$ cat src/rtl/fortune_reader.sv
// rtl/fortune_reader.sv - reads one zero-terminated fortune from a synchronous RAM and streams it out

module fortune_reader #(
    parameter int MAX_LEN = 8,
    parameter int DATA_W  = 7,
    localparam int OFF_W  = $clog2(MAX_LEN)
) (
    input  logic               clk,
    input  logic               resetn,
    input  logic               start,
    input  logic [7-OFF_W:0]   index,
    input  logic               ready,
    output logic [7:0]         mem_addr,
    input  logic [DATA_W-1:0]  mem_q,
    output logic [DATA_W-1:0]  char_out,
    output logic               char_valid,
    output logic               busy,
    output logic               done,
    output logic [OFF_W:0]     count
);

    typedef enum logic [2:0] {
        IDLE  = 3'd0,
        WAIT  = 3'd1,
        FETCH = 3'd2,
        OUT   = 3'd3,
        DONE  = 3'd4
    } state_t;

    localparam logic [OFF_W-1:0] LAST_OFF = OFF_W'(MAX_LEN - 1);

    state_t             state;
    state_t             state_next;
    logic [OFF_W-1:0]   offset;

    always_ff @(posedge clk) begin
        if (!resetn) begin
            state      <= IDLE;
            mem_addr   <= '0;
            offset     <= '0;
            char_out   <= '0;
            char_valid <= 1'b0;
            count      <= '0;
        end else begin
            state <= state_next;
            case (state)
                IDLE: begin
                    if (start) begin
                        mem_addr <= {index, {OFF_W{1'b0}}};
                        offset   <= '0;
                        count    <= '0;
                    end
                end
                FETCH: begin
                    if (mem_q != '0) begin
                        char_out   <= mem_q;
                        char_valid <= 1'b1;
                    end
                end
                OUT: begin
                    if (ready) begin
                        char_valid <= 1'b0;
                        count      <= count + 1'b1;
                        // The last slot ends the fortune without stepping into the next block
                        if (offset != LAST_OFF) begin
                            offset   <= offset + OFF_W'(1);
                            mem_addr <= mem_addr + 8'd1;
                        end
                    end
                end
                default: ;
            endcase
        end
    end

    always_comb begin
        state_next = state;
        busy       = 1'b0;
        done       = 1'b0;
        case (state)
            IDLE: begin
                if (start) state_next = WAIT;
            end
            WAIT: begin
                busy       = 1'b1;
                state_next = FETCH;
            end
            FETCH: begin
                busy       = 1'b1;
                state_next = (mem_q == '0) ? DONE : OUT;
            end
            OUT: begin
                busy = 1'b1;
                if (ready) state_next = (offset == LAST_OFF) ? DONE : WAIT;
            end
            DONE: begin
                done       = 1'b1;
                state_next = IDLE;
            end
            default: state_next = IDLE;
        endcase
    end

endmodule
$ cat config.mk
export PLATFORM = sky130hd
export DESIGN_NAME = fortune_reader
export DESIGN_NICKNAME = d
export VERILOG_FILES = /design/src/rtl/fortune_reader.sv
export SDC_FILE = /design/constraint.sdc
export NUM_CORES = 1
export LEC_CHECK = 0
export CORE_AREA = 2 2 49 73
export CTS_CLUSTER_SIZE = 10
export DETAILED_ROUTE_END_ITERATION = 10
export DIE_AREA = 0 0 51 75
export PLACE_DENSITY = 0.7
export SYNTH_ARGS = -nofsm -noshare
export SYNTH_HDL_FRONTEND = slang
export SYNTH_SLANG_ARGS = --single-unit
$ cat constraint.sdc
create_clock -name clk -period 1.95 [get_ports clk]
set_clock_uncertainty 0.15 [all_clocks]
set_input_delay 0.4875 -clock clk [delete_from_list [all_inputs] [get_ports clk]]
set_output_delay 0.4875 -clock clk [all_outputs]
set_load 0.005 [all_outputs]
# == After elaboration in Yosys (flattened, before gate mapping) ==
# Cells that the tools add are included.
# Widths: inputs -> output; s select.
# totals
reg_bits,26
output_inout_bits,22
# op_classes
n_addsub,3
n_eq_ne,10
muxes,21
reduce_logical,11
# ops
op,n
$mux 8,3
$mux 3,7
$pmux 8 s2,1
$pmux 3 s4,1
$add 8x1->8 const B,1
$mux 4,2
$ne 2x2->1 const B,4
$pmux 4 s2,1
$logic_not 7->1,1
$reduce_bool 7->1,1
$eq 3x2->1 const B,2
$eq 3x3->1 const B,2
$pmux 3 s2,1
$reduce_and 3->1,2
$add 4x1->4 const B,1
$mux 1,4
$reduce_and 2->1,2
$reduce_and 4->1,1
$reduce_bool 2->1,2
$add 3x1->3 const B,1
$eq 3x1->1 const B,1
$logic_not 3->1,1
$ne 3x3->1 const B,1
$reduce_or 3->1,1
$pmux 1 s2,1

# == Depth between registers and ports, before layout ==
# depth
word_depth,4
depth_mapped,7

# == Worst setup path after synthesis ==
# No wires, ideal clock.
# synth_path
kind,register -> register
from,register offset[0]
to,register mem_addr[2]
setup_time_ps,71
arrival_ps,1690
required_time_ps,1729
path_slack_ps,39
path_stages_with_launch,7
synth_period_minus_slack_ps,1911
path_cell_list,dfxtp_1 > ha_1 > ha_1 > nand4b_1 > a21o_1 > or4_1 > a21oi_1
# synth_between
elab_chain_len,3
# synth_rtl
item,line,rtl
from (decl),34,logic [OFF_W-1:0] offset;
from (signal assigned),66,offset <= offset + OFF_W'(1);
$ne 3x3->1,65,if (offset != LAST_OFF) begin
$ne 2x2->1 (no line),n/a,
$reduce_and 4->1 (no line),n/a,
to (signal assigned),49,"mem_addr <= {index, {OFF_W{1'b0}}};"
to (signal assigned),67,mem_addr <= mem_addr + 8'd1;
to (decl),13,"output logic [7:0] mem_addr,"
# Every way passes these cells.
# A chain may end at the register's enable or synchronous reset.

# == Worst setup path after layout ==
# layout_path
from,register state[0]
to,register mem_addr[2]
# layout_between
elab_chain_len,3
# layout_rtl
item,line,rtl
from (decl),32,state_t state;
from (signal assigned),45,state <= state_next;
$eq 3x2->1 or $logic_not 3->1 (tied branches),46,case (state)
$ne 2x2->1 (no line) or $reduce_bool 2->1 (tied branches),n/a,
$reduce_and 4->1 (no line),n/a,
# Parallel ways exist; a longest one is shown, timed or not.

==> flow_metrics.py <==
metrics = {
    "power": {
        "power_density_nw_per_um2": 828,
        "power_frac_seq": 0.395,
        "p_sw_frac": 0.273,
        "p_clk_frac": 0.284,
        "vdd_drop_max_uv": 467,
        "intPower_mw": 1.15,
        "switchingPower_mw": 0.432,
        "p_total_mw": 1.58,
        "leakage_nw": 0.771,
        "p_comb_frac": 0.322,
    },
    "setup_path": {
        "critPathTopFamily": "simple AND/OR/NAND/NOR gates",
        "worst-path-buf-inv": 1,
        "critical_path_class": "reg2reg",
        "crit_required_ps": 2010,
        "critPathCaptureType": "flip-flop",
        "path_depth": 5,
        "worstPathMaxFanout": 11,
        "startpoint": "state[0]$_SDFFE_PN0P_",
        "r2r_setup_slack_ps": 30,
        "reg2reg_to": "mem_addr[2]$_SDFFE_PN0P_",
        "r2r_cells": 5,
        "crit_end": "mem_addr[2]$_SDFFE_PN0P_",
        "r2r_start": "state[0]$_SDFFE_PN0P_",
        "max_stage_delay_ps": 470,
        "crit_slowest_cell": "or4_4",
        "worstPathArrival_ps": 1970,
        "cp-start-kind": "flip-flop",
        "worstPathCellList": "buf_4, or3b_4, a21o_1, or4_4, a21oi_1",
    },
    "cts": {
        "cts_sinks": 26,
        "cts-root-buf": "clkbuf_8",
        "clk_path_buf_depth": 2,
        "numCtsBuffers": 3,
        "cts_tree": "done",
        "insertion_delay_ps": 280,
        "cts_hold_buf": 0,
        "h-tree-depth": 1,
        "clk_pin_slew_ps": 100,
    },
    "floorplanning": {
        "coreArea_um2": 3160,
        "fp.dieW_um": 51,
        "dieArea_um2": 3830,
        "io_pins": 38,
        "fp.dieH_um": 75,
        "rows": 25,
        "start_util": 0.396,
    },
    "synthesis": {
        "synth.net_count": 170,
        "synth-seq-cells": 26,
        "synth_edf_count": 0,
        "synthXorXnorAreaFrac": 0,
        "synth_mux_area_frac": 0.0560,
        "ys_seq_area_frac": 0.416,
        "synthSimpleGateAreaFrac": 0.238,
        "ys_types": 34,
        "netlist.area_leader.share": 0.416,
        "synth-compound-area-share": 0.202,
        "synthFlopType": "dfxtp_1",
        "postSynthCellCount": 150,
        "synth_area_leaders": "dfxtp_1 (42%), nor2_1 (6.9%), mux2i_1 (5.6%), a21oi_1 (5.2%), ha_1 (4.0%)",
        "yosys.area.top_type": "dfxtp_1",
        "syn_area_um2": 1250,
        "synth_top_family_by_area": "simple AND/OR/NAND/NOR gates",
        "async_flop_share": 0,
        "yosysMostFrequentCell": "dfxtp_1",
        "synthAdderAreaFrac": 0.0400,
        "synth_area_per_cell_um2": 8.34,
        "ys_warn_count": 0,
        "synthTopCellsByCount": "dfxtp_1 (26), nor2_1 (23), a21oi_1 (13)",
    },
    "global_route": {
        "grt_pass1_vias": 1253,
        "grt_pass1_wl_um": 5350,
        "grt.overflow.total": 0,
        "grt_antenna_before_repair": 0,
        "grt_max_degree": 17,
        "track_usage": 0.182,
    },
    "final_layout": {
        "fillCellCount": 275,
        "final_cells": 241,
        "nNetsFinal": 222,
        "drive_gt1_frac": 0.159,
        "diodes": 0,
        "area_delta_synth_final_pct": 52.6,
        "seq_area_um2": 522,
        "multiInputGateArea_um2": 707,
    },
    "timing": {
        "report.final.setup_viol": 0,
        "worst_pin_slew_ps": 421,
        "fmax_mhz": 521,
        "period_minus_slack_ps": 1920,
        "max_slew_margin": 0.717,
        "final_hold_viol_count": 0,
        "fin_crit_sh": 0.984,
        "rsz0062_at_grt": "true",
        "finalMaxSlewViolations": 0,
        "fin_ws_ps": 30.8,
    },
    "detailed_routing": {
        "wirelength_um": 3190,
        "wl_per_cell_um": 13.3,
        "vias_per_cell": 5.26,
        "ant_nets": 0,
        "first_iter_violations": 17,
        "drtPass1Iterations": 4,
        "num_vias": 1267,
        "remaining_drc_errors": 0,
    },
    "run_status": {
        "outcome": "finished clean",
    },
    "place": {
        "dpl.hpwl_um": 2440,
        "portBuffers": 37,
        "place_congestion": 0.761,
        "post-place-cells": 236,
        "dp_slack_ps": -436,
    },
    "worst_hold_path": {
        "holdCritPathClass": "reg2reg",
    },
    "run": {
        "maxCapViolCount": 0,
    },
}
[cells by family after synthesis]
kind of cell,after synthesis
mux,7
buf+inv,15
simple gates,59
compound gates,39
flops,26
fa+ha+maj,4
[timing repair]
action	4_1_cts	5_1_grt
resized for setup	6	8
buffers inserted	0	1
pin swaps	1	3
hold endpoints to repair	0	0
setup endpoints to repair	18	12
[power groups by stage]
stage / registers (mW) / logic, mW / clock network [mW]
6_report: 0.624 / 0.508 / 0.448
5_1_grt: 0.632 / 0.556 / 0.480
4_1_cts: 0.624 / 0.502 / 0.462
3_5_place_dp: 0.636 / 0.494 / 0
3_3_place_gp: 0.632 / 0.482 / 0
2_1_floorplan: 0.634 / 0.246 / 0
[through the flow]
stage           util  hold WS (ps)  area (um^2)  setup TNS (ps)
6_report       0.604           355         1910               0
5_1_grt        0.604           377         1910           -55.8
4_1_cts        0.594           353         1880               0
3_5_place_dp   0.566           330         1790           -8360
3_3_place_gp   0.566           318         1790           -7660
2_1_floorplan      -           324         1250               0
[worst register-to-register path, delay by kind of cell, from the launching register on]
family | cells | cell delay [ps]
buffers and inverters | 1 | 170
DFF | 1 | 320
AOI/OAI and AO/OA | 2 | 330
and+or+nand+nor | 2 | 880
[worst min-delay path by stage]
stage                                         from  slack [ps]                       end  cells past startpoint
after floorplan              count[3]$_SDFFE_PN0P_         320     count[3]$_SDFFE_PN0P_                      2
after global placement     char_valid$_SDFFE_PN0P_         320   char_valid$_SDFFE_PN0P_                      2
after detailed placement   char_valid$_SDFFE_PN0P_         330   char_valid$_SDFFE_PN0P_                      2
after CTS                  char_valid$_SDFFE_PN0P_         350   char_valid$_SDFFE_PN0P_                      2
after global routing      mem_addr[7]$_SDFFE_PN0P_         380  mem_addr[7]$_SDFFE_PN0P_                      2
final                      char_valid$_SDFFE_PN0P_         360   char_valid$_SDFFE_PN0P_                      2
[cells in the final DEF (no fill, tap or decap), types with 3 or more instances in the layout]
master | synthesis | final
dfxtp_1 | 26 | 25
buf_4 | 0 | 18
mux2i_1 | 7 | 7
a22oi_1 | 4 | 4
nand3_1 | 5 | 5
nand2_1 | 8 | 8
a21o_1 | 3 | 3
clkdlybuf4s50_1 | 0 | 30
or3_1 | 3 | 3
nor3_1 | 4 | 3
clkbuf_8 | 0 | 3
ha_1 | 4 | 4
inv_1 | 6 | 6
a21oi_1 | 13 | 13
nor2_1 | 23 | 23
dlygate4sd2_1 | 0 | 3
dlymetal6s2s_1 | 0 | 4
o21ai_0 | 8 | 8
[sequential cells by signal (all words and copies together) (netlist names)]
register    cells
char_out        7
char_valid      1
count           4
mem_addr        8
offset          3
state           3
[cell type report]
class | instances | share of cell area
Sequential cell | 26 | 0.273
Clock buffer | 3 | 0.0216
Timing Repair Buffer | 56 | 0.281
Tap cell | 40 | 0.0262
Multi-Input combinational cell | 109 | 0.370
Clock inverter | 1 | 0.0157
Inverter | 6 | 0.0118
[per-layer routing]
metal  wire, um  up-vias  track usage
li1           -      641            -
met1       1280      601        0.195
met2       1770       21        0.354
met3        100        4       0.0179
met4         48        0       0.0841
met5          0        -            0
Power figures use the tool's default switching activity.
